==> config.mk <==
export PLATFORM = sky130hd
export DESIGN_NAME = spi_link_scheduler
export DESIGN_NICKNAME = d
export VERILOG_FILES = /design/src/rtl/spi_link_pkg.sv /design/src/rtl/spi_link_scheduler_prio.sv /design/src/rtl/spi_link_scheduler.sv
export SDC_FILE = /design/constraint.sdc
export NUM_CORES = 1
export LEC_CHECK = 0
export BUFFER_PORTS_ARGS = -buffer_cell sky130_fd_sc_hd__buf_4
export CAP_MARGIN = 20
export CORE_UTILIZATION = 60
export CTS_CLUSTER_DIAMETER = 40
export DETAILED_ROUTE_END_ITERATION = 6
export GPL_ROUTABILITY_DRIVEN = 0
export PLACE_DENSITY = 0.95
export SKIP_LAST_GASP = 1
export SYNTH_ARGS = -nofsm -noshare
export SYNTH_HDL_FRONTEND = slang
export SYNTH_SLANG_ARGS = --single-unit
==> constraint.sdc <==
create_clock -name sim_clk -period 20.5 [get_ports sim_clk]
set_input_delay 2.05 -clock sim_clk [delete_from_list [all_inputs] [get_ports sim_clk]]
set_output_delay 2.05 -clock sim_clk [all_outputs]
set_load 0.05 [all_outputs]
==> src/rtl/spi_link_pkg.sv <==
// spi_link_pkg
//   Shared definitions for the board-to-board SPI link scheduler:
//   word width, default frame header word and the FSM state encoding
//   (the encoding is visible on state_dbg, so the values are fixed).
package spi_link_pkg;

  localparam int SPI_W = 32;
  localparam logic [SPI_W-1:0] SPI_SYNC_WORD = 32'hA5A5_5A5A;

  typedef enum logic [2:0] {
    ST_IDLE    = 3'd0,
    ST_LOAD    = 3'd1,
    ST_START   = 3'd2,
    ST_WAIT_HI = 3'd3,
    ST_WAIT_LO = 3'd4,
    ST_NEXT    = 3'd5
  } state_e;

endpackage

==> src/rtl/spi_link_scheduler_prio.sv <==
// prio_next_idx
//   Combinational finder: lowest set bit of mask strictly above cur_idx.
//   When from_sync is high the current slot is the SYNC word, which ranks
//   below channel 0, so every enabled channel is a candidate.
// Ports
//   mask       in  NCH  channel enables
//   from_sync  in  1    current slot is SYNC
//   cur_idx    in  3    current channel index (ignored when from_sync)
//   next_idx   out 3    lowest qualifying index (0 when none)
//   found      out 1    a qualifying index exists
module prio_next_idx #(
  parameter int NCH = 4
) (
  input  logic [NCH-1:0] mask,
  input  logic           from_sync,
  input  logic [2:0]     cur_idx,
  output logic [2:0]     next_idx,
  output logic           found
);

  // Scan downwards so the lowest qualifying index is the last one written.
  always_comb begin
    found    = 1'b0;
    next_idx = 3'd0;
    for (int i = NCH - 1; i >= 0; i--) begin
      if (mask[i] && (from_sync || (i > int'(cur_idx)))) begin
        found    = 1'b1;
        next_idx = 3'(i);
      end
    end
  end

endmodule

==> src/rtl/spi_link_scheduler.sv <==
// spi_link_scheduler
//   Time-division scheduler for the single board-to-board SPI master link.
//   A frame is one SYNC word followed by one word per enabled channel in
//   ascending index order. Channels without new data resend their last
//   word (counted in drop_cnt). Each word is handed to spi_master with a
//   one-cycle tx_start and the scheduler then waits for tx_busy to rise
//   and fall; a phase lasting TMO cycles aborts the frame (timeout_err).
// Ports
//   sim_clk, reset_global  clock, async active-high reset
//   enable                 frames start only while high
//   ch_mask [NCH]          channel enables, sampled at frame start
//   ch_valid [NCH]         per-channel new-data flag
//   ch_data [NCH*W]        channel words, ch i at [i*W +: W]
//   ch_ack [NCH]           pulse when channel i is latched for sending
//   tx_busy                spi_master busy (already synchronized)
//   tx_data [W]            word presented to spi_master
//   tx_start               one-cycle start pulse
//   frame_cnt [16]         completed frames, wrapping
//   drop_cnt [16]          stale-data slots, saturating
//   timeout_err            sticky abort flag
//   state_dbg [3]          current FSM state
module spi_link_scheduler
  import spi_link_pkg::*;
#(
  parameter int             NCH       = 4,
  parameter int             W         = SPI_W,
  parameter logic [W-1:0]   SYNC_WORD = SPI_SYNC_WORD,
  parameter int             TMO       = 16
) (
  input  logic             sim_clk,
  input  logic             reset_global,
  input  logic             enable,
  input  logic [NCH-1:0]   ch_mask,
  input  logic [NCH-1:0]   ch_valid,
  input  logic [NCH*W-1:0] ch_data,
  output logic [NCH-1:0]   ch_ack,
  input  logic             tx_busy,
  output logic [W-1:0]     tx_data,
  output logic             tx_start,
  output logic [15:0]      frame_cnt,
  output logic [15:0]      drop_cnt,
  output logic             timeout_err,
  output logic [2:0]       state_dbg
);

  state_e         state_q, state_d;
  logic [NCH-1:0] mask_q;
  logic           slot_sync_q;
  logic [2:0]     slot_idx_q;
  logic [W-1:0]   hold_q [NCH];
  logic [15:0]    tmo_q;

  logic [W-1:0]   cur_word, cur_hold;
  logic           cur_valid;
  logic [2:0]     nxt_idx;
  logic           nxt_found;
  logic           in_wait, tmo_hit;

  prio_next_idx #(.NCH(NCH)) u_prio (
    .mask      (mask_q),
    .from_sync (slot_sync_q),
    .cur_idx   (slot_idx_q),
    .next_idx  (nxt_idx),
    .found     (nxt_found)
  );

  // Current-channel select; ch_ack is only ever driven for the one slot
  // being loaded, which keeps it one-hot by construction.
  always_comb begin
    cur_word  = '0;
    cur_hold  = '0;
    cur_valid = 1'b0;
    ch_ack    = '0;
    for (int i = 0; i < NCH; i++) begin
      if (slot_idx_q == 3'(i)) begin
        cur_word  = ch_data[i*W +: W];
        cur_hold  = hold_q[i];
        cur_valid = ch_valid[i];
        ch_ack[i] = (state_q == ST_LOAD) && !slot_sync_q && ch_valid[i];
      end
    end
  end

  assign in_wait   = (state_q == ST_WAIT_HI) || (state_q == ST_WAIT_LO);
  assign tmo_hit   = (tmo_q == 16'(TMO - 1));
  assign state_dbg = state_q;

  // Next state. Busy edges are tested before the timeout so a busy
  // transition in the expiry cycle wins. START holds off while busy is
  // still high (e.g. a transfer left over from before a reset) so the
  // start strobe never overlaps busy.
  always_comb begin
    state_d  = state_q;
    tx_start = 1'b0;
    case (state_q)
      ST_IDLE:    if (enable) state_d = ST_LOAD;
      ST_LOAD:    state_d = ST_START;
      ST_START: begin
        if (!tx_busy) begin
          tx_start = 1'b1;
          state_d  = ST_WAIT_HI;
        end
      end
      ST_WAIT_HI: begin
        if (tx_busy)      state_d = ST_WAIT_LO;
        else if (tmo_hit) state_d = ST_IDLE;
      end
      ST_WAIT_LO: begin
        if (!tx_busy)     state_d = ST_NEXT;
        else if (tmo_hit) state_d = ST_IDLE;
      end
      ST_NEXT:    state_d = nxt_found ? ST_LOAD : ST_IDLE;
      default:    state_d = ST_IDLE;
    endcase
  end

  always_ff @(posedge sim_clk or posedge reset_global) begin
    if (reset_global) begin
      state_q     <= ST_IDLE;
      mask_q      <= '0;
      slot_sync_q <= 1'b1;
      slot_idx_q  <= 3'd0;
      tx_data     <= '0;
      frame_cnt   <= 16'd0;
      drop_cnt    <= 16'd0;
      timeout_err <= 1'b0;
      tmo_q       <= 16'd0;
      for (int i = 0; i < NCH; i++) hold_q[i] <= '0;
    end else begin
      state_q <= state_d;

      // Timeout counter restarts whenever a wait state is entered.
      if (in_wait && (state_d == state_q)) tmo_q <= tmo_q + 16'd1;
      else                                 tmo_q <= 16'd0;

      if (in_wait && (state_d == ST_IDLE)) timeout_err <= 1'b1;

      case (state_q)
        ST_IDLE: begin
          if (enable) begin
            mask_q      <= ch_mask;
            slot_sync_q <= 1'b1;
            slot_idx_q  <= 3'd0;
          end
        end
        ST_LOAD: begin
          if (slot_sync_q) begin
            tx_data <= SYNC_WORD;
          end else if (cur_valid) begin
            tx_data <= cur_word;
            for (int i = 0; i < NCH; i++)
              if (slot_idx_q == 3'(i)) hold_q[i] <= cur_word;
          end else begin
            tx_data <= cur_hold;
            if (drop_cnt != 16'hFFFF) drop_cnt <= drop_cnt + 16'd1;
          end
        end
        ST_NEXT: begin
          if (nxt_found) begin
            slot_sync_q <= 1'b0;
            slot_idx_q  <= nxt_idx;
          end else begin
            frame_cnt <= frame_cnt + 16'd1;
          end
        end
        default: ;
      endcase
    end
  end

endmodule

==> out/metrics.yaml <==
critical_path:
  cp_max_fo: 7
  path_buf_inv: 2
  cpPeakStageDelay_ns: 0.29
  cp_data_required_time_ns: 18.45
  crit_type: "in2out"
  crit_slowest_cell: "nor4b_1"
  path_delay_family: "buffers and inverters"
  critPathArrivalTime_ns: 2.72
  cp-start-kind: "input pin"
  crit_top_cell: "buf_4"
  cp_cell_sequence: "buf_4, nor4b_1, buf_4"
  end_kind: "output pin"
sta:
  slew_violations: 0
  setup_viol: 0
  hold_violations: 0
  post-route-period-util: 0.233
  fin_ws_ns: 15.73
  min_period_ns: 4.77
  maxSlewHeadroom: 0.360
  finClkSkew_ns: 0.00971
  rsz0062_at_grt: "false"
  max_freq_ghz: 0.210
  worstMarginPinSlew_ns: 0.960
  tns_ns: 0
  hold_slack_ns: 0.483
finish:
  fin_cells: 1218
  syn2layout_area_growth_pct: 25.6
  drive_gt1_frac: 0.483
  finalInstanceArea_mm2: 0.0134
  fin_nets: 1116
  diodes: 0
  utilization: 0.772
pwr:
  power.switching_mw: 0.606
  seqPwrFrac: 0.356
  power_frac_clock: 0.301
  vdd_drop_max_v: 0.0000955
  finalPower_mw: 1.70
  leakagePower_nw: 6.21
  p_comb_frac: 0.343
  intPower_mw: 1.09
  p_per_area_mw_per_mm2: 127
  swShare: 0.357
floorplan:
  row_count: 48
  boundaryPins: 213
  die_area_mm2: 0.0183
  fp.dieH_um: 135
  start_util: 0.615
  die_w_um: 135
  design.core.area_mm2: 0.0173
grt:
  grt.total_usage: 0.289
  grt_pass1_vias: 8013
  antenna_found_initial: 0
  gr-total-overflow: 0
  grt_pass1_wl_mm: 40.9
  grt_max_degree: 143
synthesis:
  ys_seq_elements: 219
  syn-num-nets: 908
  yosys-top-cells-area: "dfrtp_1, mux4_2, mux2_2"
  ys_seq_area_frac: 0.515
  netlist-cell-type-count: 52
  avgSynthCellArea_um2: 13.9
  synth_edf_count: 0
  ys.warnings.count: 0
  netlist_instances: 765
  synth_top_area_frac: 0.513
  synth.cell_area_mm2: 0.0106
  synthFlopType: "dfrtp_1"
  synth_top_cell_by_area: "dfrtp_1"
  synthArstFlopShare: 1.00
routing:
  totalWireLength_mm: 25.6
  antenna_left: 0
  wl_per_cell_um: 21.0
  vias: 7425
  drc_errors: 0
  drt_iter0_drc: 383
  via_per_inst: 6.10
  dr.pass1.iters: 4
status:
  run_status: "finished clean"
cts:
  ctsResizeCount: 0
  cts_buffers: 29
  path_clk_slew_ns: 0.06
  cts-root-buf: "clkbuf_16"
  cts.sinks: 219
  cts_max_level: 1
  holdBufCountCts: 0
  insertion_delay_ns: 0.53
  post_cts_buffers: 0
  cts_tree: "built"
  cts_buffer_depth: 3
placement:
  hpwlAfterDp_mm: 15.8
  place_area_mm2: 0.0124
  dp_slack_ns: 15.73
  port_buffers: 212
  placed_cells: 1166
worst_hold_path:
  hold_class: "reg2reg"
run:
  maxCapViolCount: 0
-- cells in the mapped netlist, types with 6 or more instances --
| cell type | number |
|---|---|
| nor3_1 | 8 |
| inv_1 | 7 |
| clkbuf_1 | 14 |
| nand3_1 | 22 |
| and3_1 | 9 |
| nand2_1 | 34 |
| buf_1 | 6 |
| a21oi_1 | 19 |
| xor2_1 | 15 |
| o21ai_0 | 20 |
| nand4_1 | 12 |
| mux4_2 | 65 |
| nor2_1 | 45 |
| xnor2_1 | 29 |
| mux2i_1 | 32 |
| buf_2 | 17 |
| mux2_2 | 128 |
| dfrtp_1 | 218 |
-- final cells by class --
type | instances | area, um^2
tap | 225 | 282
multi-input combinational | 493 | 4890
inverter | 7 | 33.8
sequential | 219 | 5490
fill | 987 | 3940
clock buffer | 32 | 757
timing repair buffer | 223 | 1670
clock inverter | 19 | 234
-- registers in the layout, summed over array words and instances (netlist names), 2 cells and up --
signal      cells
mask_q          4
frame_cnt      16
drop_cnt       16
tmo_q          16
state_dbg       3
hold_q        128
slot_idx_q      2
tx_data        32
-- per-layer routing --
layer | vias up | part of all wire | global-route usage
met5 | - | 0 | 0
met3 | 66 | 0.071 | 0.0557
li1 | 3261 | - | -
met2 | 342 | 0.51 | 0.505
met4 | 0 | 0.030 | 0.0993
met1 | 3756 | 0.39 | 0.361
-- cell usage in the layout (no fill, tap or decap), drive strengths merged, types with 4 or more instances in the layout --
cell type / n
nor2b: 4
and3: 9
dfrtp: 218
nand2: 34
mux2i: 32
nor3: 9
xor2: 15
and4: 5
mux4: 65
nand4: 13
buf: 222
a21oi: 19
nand2b: 4
nor4: 5
nand3: 22
inv: 19
nor2: 45
xnor2: 29
o21ai: 20
clkbuf: 33
mux2: 133
-- final timing paths --
check                         startpoint          end  slack (ns)  cells after the start
hold reg to reg               tx_data[7]   tx_data[7]        0.48                      2
setup / recovery                 tx_busy     tx_start       15.73                      3
max in group asynchronous   reset_global   hold_q[14]       17.20                      3
min in group asynchronous   reset_global   tx_data[1]        1.74                      2
setup reg to reg           slot_idx_q[0]  drop_cnt[8]       17.38                      5
hold / removal                tx_data[7]   tx_data[7]        0.48                      2
-- worst reg2reg max path: cells and delay by family, from the launching register on --
family / cells / cell delay (ns)
buffers and inverters: 1 / 0.36
AO/OA/AOI/OAI: 1 / 0.81
multiplexers: 1 / 0.59
flip-flops: 1 / 0.85
XOR/XNOR: 1 / 0.23
AND/OR/NAND/NOR: 1 / 0.21
-- power by group through the flow --
stage | Clock, mW | Sequential, mW | Combinational (mW)
floorplan | 0 | 0.661 | 0.359
detailed placement | 0 | 0.609 | 0.571
global route | 0.536 | 0.618 | 0.619
finish | 0.512 | 0.605 | 0.582
CTS | 0.518 | 0.605 | 0.583
global placement | 0 | 0.603 | 0.554
-- cell families after synthesis --
family                     Yosys count  share of synthesized area
muxes                              230                      0.308
and+or+nand+nor                    161                     0.0789
buffers and inverters               53                     0.0256
adders and majority gates            3                    0.00353
xor gates and xnor gates            44                     0.0362
AOI/OAI and AO/OA                   55                     0.0320
DFF                                219                      0.515
Power figures use the tool's default switching activity.
